--- src/rtl/vga_timing_pkg.sv ---
// Shared raster constants and sizing helpers for the VGA timing generator.
// Defaults describe 640x480@60 with a 25 MHz pixel rate.
package vga_timing_pkg;

  localparam int unsigned DEF_SCREEN_W = 640;
  localparam int unsigned DEF_H_FRONT  = 16;
  localparam int unsigned DEF_H_SYNC   = 96;
  localparam int unsigned DEF_H_BACK   = 48;

  localparam int unsigned DEF_SCREEN_H = 480;
  localparam int unsigned DEF_V_FRONT  = 10;
  localparam int unsigned DEF_V_SYNC   = 2;
  localparam int unsigned DEF_V_BACK   = 33;

  function automatic int unsigned calc_total(input int unsigned active,
                                             input int unsigned front,
                                             input int unsigned sync,
                                             input int unsigned back);
    return active + front + sync + back;
  endfunction

  // A counter must be at least one bit even when it only ever holds 0..1.
  function automatic int unsigned calc_width(input int unsigned count);
    return (count <= 2) ? 1 : $clog2(count);
  endfunction

endpackage

--- src/rtl/pixel_strobe_gen.sv ---
// Divides the system clock down to a one-clk pixel strobe (clk_mhz / pixel_mhz).
// With a ratio of 1 the strobe is simply held high whenever reset is released.
module pixel_strobe_gen
  import vga_timing_pkg::*;
#(
  parameter int unsigned clk_mhz   = 50,
  parameter int unsigned pixel_mhz = 25
) (
  input  logic clk,
  input  logic rst,
  output logic pixel_en
);

  localparam int unsigned DIV = clk_mhz / pixel_mhz;

  if ((clk_mhz % pixel_mhz) != 0) begin : g_bad_ratio
    $error("pixel_strobe_gen: clk_mhz must be an integer multiple of pixel_mhz");
  end

  if (DIV == 1) begin : g_div1
    assign pixel_en = rst;
  end else begin : g_divn
    localparam int unsigned CW = calc_width(DIV);
    localparam logic [CW-1:0] C_LAST = CW'(DIV - 1);

    logic [CW-1:0] r_cnt;

    always_ff @(posedge clk or negedge rst) begin
      if (!rst) begin
        r_cnt <= '0;
      end else if (r_cnt == C_LAST) begin
        r_cnt <= '0;
      end else begin
        r_cnt <= r_cnt + CW'(1);
      end
    end

    assign pixel_en = (r_cnt == C_LAST);
  end

endmodule

--- src/rtl/vga_timing_gen.sv ---
// Raster counters and registered sync/active decode for a VGA display.
// Define VGA_TIMING_GEN_OUT_REG_EN to delay all decoded outputs by one pixel.
module vga_timing_gen
  import vga_timing_pkg::*;
#(
  parameter int unsigned clk_mhz       = 50,
  parameter int unsigned pixel_mhz     = 25,
  parameter int unsigned screen_width  = DEF_SCREEN_W,
  parameter int unsigned screen_height = DEF_SCREEN_H,
  parameter int unsigned h_front       = DEF_H_FRONT,
  parameter int unsigned h_sync        = DEF_H_SYNC,
  parameter int unsigned h_back        = DEF_H_BACK,
  parameter int unsigned v_front       = DEF_V_FRONT,
  parameter int unsigned v_sync        = DEF_V_SYNC,
  parameter int unsigned v_back        = DEF_V_BACK,
  parameter int unsigned w_x           = $clog2(screen_width),
  parameter int unsigned w_y           = $clog2(screen_height)
) (
  input  logic           clk,
  input  logic           rst,
  output logic           pixel_en,
  output logic           hsync,
  output logic           vsync,
  output logic           display_on,
  output logic [w_x-1:0] x,
  output logic [w_y-1:0] y,
  output logic           frame_start
);

  localparam int unsigned H_TOTAL = calc_total(screen_width, h_front, h_sync, h_back);
  localparam int unsigned V_TOTAL = calc_total(screen_height, v_front, v_sync, v_back);
  localparam int unsigned HW      = calc_width(H_TOTAL);
  localparam int unsigned VW      = calc_width(V_TOTAL);

  localparam logic [HW-1:0] H_LAST     = HW'(H_TOTAL - 1);
  localparam logic [VW-1:0] V_LAST     = VW'(V_TOTAL - 1);
  localparam logic [HW-1:0] H_ACTIVE   = HW'(screen_width);
  localparam logic [VW-1:0] V_ACTIVE   = VW'(screen_height);
  localparam logic [HW-1:0] HS_START   = HW'(screen_width + h_front);
  localparam logic [HW-1:0] HS_END     = HW'(screen_width + h_front + h_sync);
  localparam logic [VW-1:0] VS_START   = VW'(screen_height + v_front);
  localparam logic [VW-1:0] VS_END     = VW'(screen_height + v_front + v_sync);

  logic           w_pixel_en;
  logic [HW-1:0]  r_hcnt, w_hcnt_nxt;
  logic [VW-1:0]  r_vcnt, w_vcnt_nxt;
  logic           w_hsync_nxt, w_vsync_nxt, w_display_nxt, w_frame_nxt;
  logic [w_x-1:0] w_x_nxt;
  logic [w_y-1:0] w_y_nxt;

  logic           r_hsync, r_vsync, r_display_on;
  logic [w_x-1:0] r_x;
  logic [w_y-1:0] r_y;

  pixel_strobe_gen #(
    .clk_mhz   (clk_mhz),
    .pixel_mhz (pixel_mhz)
  ) u_strobe (
    .clk      (clk),
    .rst      (rst),
    .pixel_en (w_pixel_en)
  );

  always_comb begin
    w_hcnt_nxt = r_hcnt;
    w_vcnt_nxt = r_vcnt;
    if (w_pixel_en) begin
      if (r_hcnt == H_LAST) begin
        w_hcnt_nxt = '0;
        w_vcnt_nxt = (r_vcnt == V_LAST) ? '0 : r_vcnt + VW'(1);
      end else begin
        w_hcnt_nxt = r_hcnt + HW'(1);
      end
    end
  end

  // Decode from the next counter values so the registered outputs line up with the counters.
  always_comb begin
    w_display_nxt = (w_hcnt_nxt < H_ACTIVE) && (w_vcnt_nxt < V_ACTIVE);
    w_hsync_nxt   = !((w_hcnt_nxt >= HS_START) && (w_hcnt_nxt < HS_END));
    w_vsync_nxt   = !((w_vcnt_nxt >= VS_START) && (w_vcnt_nxt < VS_END));
    w_x_nxt       = w_display_nxt ? w_hcnt_nxt[w_x-1:0] : '0;
    w_y_nxt       = w_display_nxt ? w_vcnt_nxt[w_y-1:0] : '0;
    w_frame_nxt   = w_pixel_en && (w_hcnt_nxt == '0) && (w_vcnt_nxt == '0);
  end

  always_ff @(posedge clk or negedge rst) begin
    if (!rst) begin
      r_hcnt       <= H_LAST;
      r_vcnt       <= V_LAST;
      r_hsync      <= 1'b1;
      r_vsync      <= 1'b1;
      r_display_on <= 1'b0;
      r_x          <= '0;
      r_y          <= '0;
    end else begin
      r_hcnt       <= w_hcnt_nxt;
      r_vcnt       <= w_vcnt_nxt;
      r_hsync      <= w_hsync_nxt;
      r_vsync      <= w_vsync_nxt;
      r_display_on <= w_display_nxt;
      r_x          <= w_x_nxt;
      r_y          <= w_y_nxt;
    end
  end

  assign pixel_en = w_pixel_en;

`ifdef VGA_TIMING_GEN_OUT_REG_EN
  logic           r2_hsync, r2_vsync, r2_display_on, r2_frame_start;
  logic [w_x-1:0] r2_x;
  logic [w_y-1:0] r2_y;

  // The delayed frame pulse fires on the strobe that moves the delayed view onto (0,0).
  always_ff @(posedge clk or negedge rst) begin
    if (!rst) begin
      r2_hsync       <= 1'b1;
      r2_vsync       <= 1'b1;
      r2_display_on  <= 1'b0;
      r2_x           <= '0;
      r2_y           <= '0;
      r2_frame_start <= 1'b0;
    end else begin
      r2_frame_start <= w_pixel_en && (r_hcnt == '0) && (r_vcnt == '0);
      if (w_pixel_en) begin
        r2_hsync      <= r_hsync;
        r2_vsync      <= r_vsync;
        r2_display_on <= r_display_on;
        r2_x          <= r_x;
        r2_y          <= r_y;
      end
    end
  end

  assign hsync       = r2_hsync;
  assign vsync       = r2_vsync;
  assign display_on  = r2_display_on;
  assign x           = r2_x;
  assign y           = r2_y;
  assign frame_start = r2_frame_start;
`else
  logic r_frame_start;

  always_ff @(posedge clk or negedge rst) begin
    if (!rst) begin
      r_frame_start <= 1'b0;
    end else begin
      r_frame_start <= w_frame_nxt;
    end
  end

  assign hsync       = r_hsync;
  assign vsync       = r_vsync;
  assign display_on  = r_display_on;
  assign x           = r_x;
  assign y           = r_y;
  assign frame_start = r_frame_start;
`endif

endmodule

--- config.mk ---
export PLATFORM = sky130hd
export DESIGN_NAME = vga_timing_gen
export DESIGN_NICKNAME = d
export VERILOG_FILES = /design/src/rtl/vga_timing_pkg.sv /design/src/rtl/pixel_strobe_gen.sv /design/src/rtl/vga_timing_gen.sv
export SDC_FILE = /design/constraint.sdc
export NUM_CORES = 1
export LEC_CHECK = 0
export BUFFER_PORTS_ARGS = -buffer_cell sky130_fd_sc_hd__buf_2
export CORE_AREA = 2 2 66 68
export CTS_BUF_LIST = sky130_fd_sc_hd__clkbuf_4 sky130_fd_sc_hd__clkbuf_8
export CTS_CLUSTER_SIZE = 30
export DETAILED_ROUTE_END_ITERATION = 16
export DIE_AREA = 0 0 68 70
export GPL_TIMING_DRIVEN = 0
export PLACE_DENSITY = 0.89
export SYNTH_ARGS = -nofsm -noshare
export SYNTH_HDL_FRONTEND = slang
export SYNTH_SLANG_ARGS = --single-unit
--- constraint.sdc ---
create_clock -name clk -period 2.3 [get_ports clk]
set_input_delay 0.23 -clock clk [delete_from_list [all_inputs] [get_ports clk]]
set_output_delay 0.23 -clock clk [all_outputs]
set_load 0.02 [all_outputs]
==> results of run 1 <==
## layout by cell type, fill, tap and decap left out, types with 2 or more instances in the layout
cell type | synthesis | routed
dfrtp_1 | 32 | 32
buf_2 | 0 | 25
inv_1 | 15 | 15
nand2_1 | 14 | 14
nor3b_2 | 12 | 13
dfstp_2 | 12 | 12
nand3_1 | 12 | 11
nor2_1 | 12 | 11
nand4_1 | 9 | 9
o21ai_0 | 9 | 8
buf_4 | 3 | 7
xnor2_1 | 7 | 7
nor3_1 | 7 | 7
clkbuf_8 | 1 | 6
buf_6 | 5 | 5
and2_1 | 3 | 3
and3_1 | 3 | 3
xor2_1 | 3 | 3
nor4_2 | 0 | 3
nand3_2 | 1 | 2
a21oi_2 | 2 | 2
a31oi_4 | 1 | 2
o211ai_1 | 2 | 2
o21ai_2 | 1 | 2
nor4_4 | 2 | 2
ha_1 | 3 | 2
clkbuf_4 | 0 | 2
## cells by family (layout without fill, tap and decap cells)
group                    Yosys count  count (layout)  synth area share (%)
adder cells (fa/ha/maj)            3               3                 1.610
multiplexers                       2               2                 1.073
AND/OR/NAND/NOR                   94              94                 28.22
buffers and inverters             25              62                 7.242
AO/OA/AOI/OAI                     27              27                 9.549
flip-flops                        44              44                 47.85
XOR/XNOR                          11              11                 4.453
## worst reg2reg max path, delay by kind of cell (launching register included)
family / cells / cell delay, ns
AOI/OAI and AO/OA: 3 / 0.46
buffers and inverters: 1 / 0.17
and+or+nand+nor: 3 / 0.75
DFF: 1 / 0.58
adders and majority gates: 1 / 0.15
## worst paths after layout
| kind | to | slack [ns] | cells past startpoint |
|---|---|---|---|
| max reg2reg | x[9] | 0.1 | 8 |
| max | x[9] | 0.1 | 8 |
| min in group clk | r_hcnt[1] | 0.55 | 2 |
| max in group asynchronous | x[1] | 1.66 | 1 |
| min | r_vcnt[7] | 0.06 | 1 |
| min reg2reg | r_hcnt[1] | 0.55 | 2 |
## flip-flops by register name (all words and copies together) (netlist names)
signal / count
r_hcnt: 10
r_vcnt: 10
x: 10
y: 9
display_on: 1
frame_start: 1
hsync: 1
u_strobe.pixel_en: 1
vsync: 1
## final cells by class
type	count	area, sq um	share of cell area [%]
Buffer	10	112.6	4.161
Clock buffer	7	83.83	3.098
Clock inverter	1	5.005	0.1849
Inverter	15	56.30	2.080
Multi-Input combinational cell	137	1112	41.10
Sequential cell	44	1116	41.24
Tap cell	52	65.06	2.404
Timing Repair Buffer	29	155.1	5.733
## power groups by stage
stage	Sequential, mW	Combinational, mW	Clock (mW)
final	0.774	0.0142	0.483
after global routing	0.774	0.0175	0.530
after CTS	0.774	0.0158	0.495
after detailed placement	0.788	0.0159	0
after global placement	0.788	0.0152	0
after floorplan	0.789	0.000000505	0
## metal layers
| metal | share of wire (%) | GRT usage (%) | up-vias |
|---|---|---|---|
| li1 | - | - | 804 |
| met5 | 0 | 0 | - |
| met4 | 4.2 | 12.89 | 0 |
| met2 | 52 | 34.84 | 50 |
| met3 | 4.4 | 5.797 | 17 |
| met1 | 39 | 25.64 | 841 |
## through the flow
step / setup TNS (ns) / total power [mW] / area (sq um) / instances / worst slack [ns]
5_1_grt: -0.02292 / 1.322 / 2706 / 295 / -0.01503
2_1_floorplan: 0 / 0.7887 / 2332 / 206 / 0.2314
3_3_place_gp: 0 / 0.8037 / 2522 / 283 / 0.05653
3_5_place_dp: 0 / 0.8044 / 2522 / 283 / 0.03389
6_report: 0 / 1.272 / 2706 / 295 / 0.09629
4_1_cts: 0 / 1.285 / 2611 / 291 / 0.01516
## what timing repair did
action | 4_1_cts | 5_1_grt
hold buffers | 0 | 0
resized for setup | 0 | 12
setup endpoints to repair | 0 | 21
setup buffers | 0 | 4
==> summary.txt, run 1 <==
Floorplanning
  – Die H: 70 microns
  – Die Width: 68 microns
  – Core Box Area: just over 4000 sq um
  – # IOs: 26
  – FP Rows: 24
  – Initial core utilization: ~56%
  – Die area: between 4000 and 5000 sq um

Yosys
  – Register area share after synthesis: 47.85%
  – Post-synth cell types: 56
  – Synth warnings: 0
  – Top-area cell type share of the netlist area: 34.33%
  – Top post-synthesis cells by count: dfrtp_1 (32), inv_1 (15), nand2_1 (14)
  – Syn nets: about 210
  – Ys flop type: dfrtp_1
  – Synth area leader: dfrtp_1
  – Ys async rst share: 100.0%
  – Yosys reg bits: between 40 and 50
  – Number of enable flip-flop cells after synthesis: 0
  – Cell with the most instances after synthesis: dfrtp_1
  – Mapped Cells: a little over 200
  – Avg Cell Area, Syn: around 11 sq um
  – Synth top area cells: dfrtp_1 (34%), dfstp_2 (14%), nor3b_2 (6.4%), xnor2_1 (2.6%), nand3_1 (2.6%)
  – Post-Syn Area: between 2000 and 2500 sq um

Power and ir drop
  – Clk network pwr share: between 30% and 40%
  – LEAKAGE: ~1.2 nW
  – Logic pwr share: between 1 and 1.5%
  – Sequential share of power: between 60% and 70%
  – Worst vdd ir: approximately 0.29 mV
  – Internal: around 1 mW
  – Switching pwr: ~0.26 mW
  – Net Sw Frac: about a fifth
  – Pwr per Cell Area: around 470 nW/um^2

Drt
  – Via/cell ratio: slightly below 6
  – ANT nets after route: 0
  – Routed WL: roughly 4800 microns
  – Detailed Route Iter0 Violations: between 100 and 150
  – Drt first pass iters: 4
  – Total number of vias: 1712
  – DR WL/cell: between 15 and 20 microns
  – Post-route DRC violation count: 0

Setup path
  – Critical Path Start: r_hcnt[0]
  – Worst setup SP type: flip-flop
  – CP arrival: 2.41 ns
  – Required time worst endpoint: approximately 2.5 ns
  – CP max stage delay: 0.58 ns
  – CP Capture Type: flip-flop
  – Reg2reg start: r_hcnt[0]
  – Crit Path Category: flip-flop to flip-flop
  – Slowest cell on crit path: dfstp_2
  – Crit-path leading delay family: simple AND/OR/NAND/NOR gates
  – CP Max Fanout: 10
  – CP bufs+invs: 1
  – Cell-by-cell listing of the critical path: ha_4 > and4bb_4 > and4_4 > o21ai_0 > a21boi_2 > o21ai_2 > buf_6 > nor4_4

CTS
  – Worst skew pair latency: roughly 0.30 ns
  – CTS clock-pin slew for the worst setup and hold paths: around 0.080 ns
  – Clock Path Buffers: 2
  – H-tree depth: 2
  – CTS Sinks: 44
  – CTS tree: built
  – Clock Root Buffer: clkbuf_8
  – Number of buffers created by CTS: 5

Place
  – RD Place Congestion: about 0.87
  – Post-detail-place hpwl: approximately 3300 microns
  – Port bufs: 25

Min path
  – Worst Hold Class: input pin to async pin

Global route
  – Remaining Overflow, GRT: 0
  – Gr usage total: between 20% and 30%
  – Global-route wire length before repair: 7693 microns
  – Initial antenna violation count: 0
  – Largest net degree at the start of global routing: 45
  – Vias in the first global route: approximately 1700

STA
  – Max-slew headroom: 38.70%
  – Minimum period implied by the final worst setup slack: between 2 and 2.5 ns
  – Fin. max-slew vios: 0
  – Worst Max-Slew Pin Slew: approximately 0.9 ns
  – Fin crit share: approximately 96%
  – Max Fclk: 453.8 MHz
  – Worst Skew: approximately 0.0086 ns
  – Hold Fails Final Rpt: 0
  – Setup violations, final: 0
  – Hold slack final: 0.06283 ns

Cells and area
  – Synth-to-layout area growth: 16.04%
  – Filler Cells Inserted: roughly 310
  – N_diodes: 0
  – Share of cells above drive strength 1: between 40% and 50%
  – Final #Nets: 247
  – Final core occ: 65.31%

Job
  – Max_cap viols: 0

Outcome
  – Status: finished, final reports clean
Note: power is estimated with default switching activity, not from simulation.
==> run 2, diff against run 1 <==
--- a/config.mk
+++ b/config.mk
@@ -5,14 +5,15 @@
 export SDC_FILE = /design/constraint.sdc
 export NUM_CORES = 1
 export LEC_CHECK = 0
+export ABC_AREA = 1
 export BUFFER_PORTS_ARGS = -buffer_cell sky130_fd_sc_hd__buf_2
-export CORE_AREA = 2 2 66 68
+export CORE_AREA = 2 2 64 66
 export CTS_BUF_LIST = sky130_fd_sc_hd__clkbuf_4 sky130_fd_sc_hd__clkbuf_8
 export CTS_CLUSTER_SIZE = 30
 export DETAILED_ROUTE_END_ITERATION = 16
-export DIE_AREA = 0 0 68 70
+export DIE_AREA = 0 0 66 68
 export GPL_TIMING_DRIVEN = 0
-export PLACE_DENSITY = 0.89
+export PLACE_DENSITY = 0.9
 export SYNTH_ARGS = -nofsm -noshare
 export SYNTH_HDL_FRONTEND = slang
 export SYNTH_SLANG_ARGS = --single-unit
==> summary.txt, run 2 <==
Outcome
  – Status: finished, final reports clean

Global route
  – Gr usage total: a little under a quarter
  – Initial antenna violation count: 0
  – Largest net degree at the start of global routing: between 40 and 50
  – Global-route wire length before repair: around 7800 microns
  – Vias in the first global route: between 1500 and 2000
  – Remaining Overflow, GRT: 0

Drt
  – DR WL met2: 2548 microns
  – Detailed Route Iter0 Violations: ~190
  – ANT nets after route: 0
  – Drt first pass iters: 4
  – Routed WL: between 4000 and 5000 microns
  – DR WL/cell: approximately 13 microns
  – Post-route DRC violation count: 0
  – Top Layer Used: met4
  – Met1 WL: ~2000 microns
  – Via/cell ratio: 5.228
  – Total number of vias: about 1900
  – Routed wl met3: 311 microns

Cells and area
  – Most frequent cells in the layout: nand2_1 (76), inv_1 (49), nor2_1 (43)
  – Synth-to-layout area growth: 16.12%
  – N_diodes: 0
  – Final #Nets: around 330
  – Share of cells above drive strength 1: 24.22%
  – Cell area after layout: about 2600 sq um
  – Most common cell after layout, fill and taps aside: nand2_1

Setup path
  – Reg2reg start: r_hcnt[1]
  – Worst r2r path cells: 13
  – CP arrival: approximately 2.4 ns
  – Critical Path End: x[2]
  – Worst setup SP type: flip-flop
  – Required time worst endpoint: around 2.5 ns
  – Reg-to-reg setup timing slack: 0.09 ns
  – CP Capture Type: flip-flop
  – Reg2Reg Capture Point: x[2]
  – Critical Path Start: r_hcnt[1]
  – Crit Path Category: flip-flop to flip-flop
  – CP Max Fanout: 10

Floorplanning
  – FP Rows: 23
  – Initial core utilization: between 50% and 60%
  – Core Box Area: slightly below 4000 sq um
  – Die area: between 4000 and 5000 sq um
  – Die H: a little under 70 microns
  – # IOs: 26
  – Die Width: between 60 and 70 microns

Yosys
  – Adder-Cell Fraction of Synth Area: 1.691%
  – Synth area leader: dfrtp_1
  – Largest family of logic cells by synthesized area: simple AND/OR/NAND/NOR gates
  – Number of enable flip-flop cells after synthesis: 0
  – Cell with the most instances after synthesis: nand2_1
  – Post-Synth Simple-Gate Area: roughly 34%
  – Syn nets: 291
  – Multiplexer share of the synthesized area: 0%
  – Top post-synthesis cells by count: nand2_1 (80), inv_1 (49), nor2_1 (49)
  – Synth warnings: 0
  – Register area share after synthesis: 50.28%
  – Synth Area in XOR/XNOR: approximately 1.2%
  – Mapped Cells: between 200 and 300
  – Compound-cell area share of the yosys netlist: under 10%
  – Synth top area cells: dfrtp_1 (36%), dfstp_2 (14%), nand2_1 (14%), inv_1 (8.3%), nor2_1 (8.3%)
  – Post-Syn Area: between 2000 and 2500 sq um
  – Post-synth cell types: 25
  – Top-area cell type share of the netlist area: ~36%
  – Yosys reg bits: 44
  – Ys flop type: dfrtp_1
  – Avg Cell Area, Syn: between 7 and 8 sq um
  – Ys async rst share: 100.0%

Min path
  – Worst Hold Class: input pin to async pin

Place
  – Post-detail-place hpwl: 3522 microns
  – Port bufs: 25
  – RD Place Congestion: between 0.9 and 1
  – Cell area after placement: about 2400 sq um

CTS
  – CTS tree: built
  – Number of buffers created by CTS: 5
  – Worst skew pair latency: approximately 0.3 ns
  – CTS clock-pin slew for the worst setup and hold paths: approximately 0.080 ns
  – CTS Hold Buffers Added: 0
  – H-tree depth: 2
  – Clock Path Buffers: 2
  – Clock Root Buffer: clkbuf_8
  – CTS Sinks: 44

STA
  – Fin. max-slew vios: 0
  – Max-slew headroom: a little under two fifths
  – Minimum period implied by the final worst setup slack: approximately 2.2 ns
  – Hold Fails Final Rpt: 0
  – Worst Skew: approximately 0.0063 ns
  – Setup violations, final: 0
  – Max Fclk: approximately 450 MHz
  – Hold slack final: roughly 0.074 ns
  – Worst Max-Slew Pin Slew: 0.9416 ns
  – Fin crit share: a little over nine tenths

Job
  – Max_cap viols: 0

Power and ir drop
  – Final Power: between 1 and 1.5 mW
  – LEAKAGE: 1.469 nW
  – Pwr per Cell Area: around 550 nW/um^2
  – Worst vdd ir: between 0.4 and 0.5 mV
[run 2: worst min path at each step]
stage                     start          to  slack (ns)  cells after the start
final                       rst        x[1]        0.07                      1
after detailed placement    rst        x[3]        0.42                      1
after floorplan             rst  display_on       -0.07                      0
after global placement      rst        x[1]        0.41                      1
after global routing        rst        x[3]        0.14                      1
after CTS                   rst        x[6]        0.09                      1
[run 2: what timing repair did]
| item | 4_1_cts | 5_1_grt |
|---|---|---|
| endpoints found under the hold margin | 0 | 0 |
| gates resized for setup | 0 | 13 |
| endpoints found under the setup margin | 0 | 21 |
| setup buffers | 0 | 2 |
[run 2: metal layers]
metal,GRT usage (%),vias up
met5,0,-
met4,13.01,0
met3,5.757,14
met2,42.55,76
met1,25.72,915
li1,-,940
[run 2: cell families (layout without fill, tap and decap cells)]
family,after synthesis,in the layout
compound gates,6,6
flops,44,44
buf+inv,55,91
simple gates,175,175
fa+ha+maj,3,3
xor+xnor,3,3
[run 2: layout make-up]
class                   instances  area [sq um]
multi-input cells             187         892.1
clock inverters                 2         38.79
well taps                      50         62.56
flip-flops and latches         44          1116
clock buffers                   6         82.58
repair buffers                 28         145.1
plain buffers                   5         52.55
inverters                      50         187.7
fillers                       312          1279
[run 2: worst max-delay path: stages, from the launching register on]
cell	delay [ns]
dfstp_2	0.56
ha_1	0.16
nand2_1	0.10
inv_1	0.14
nand3_1	0.12
nor2_2	0.15
nand3_1	0.09
nand2_1	0.06
nand2_1	0.04
nand2_1	0.18
nand4_2	0.17
nand2_2	0.13
buf_6	0.16
nor2_1	0.05
[run 2: where the power goes]
group	leakage [nW]	internal (mW)	switching, mW
combinational	0.855	0.000616	0.0140
clock	0.0614	0.355	0.264
sequential	0.553	0.774	0
total	1.47	1.13	0.278
[run 2: through the flow]
stage / worst slack (ns) / utilization (%) / instances / setup TNS, ns
floorplan: 0.4357 / - / 286 / 0
global placement: 0.1688 / 62.43 / 361 / 0
detailed placement: 0.09285 / 62.43 / 361 / 0
CTS: 0.06569 / 65.57 / 369 / 0
global route: -0.04738 / 66.84 / 372 / -0.6814
finish: 0.08955 / 66.84 / 372 / 0
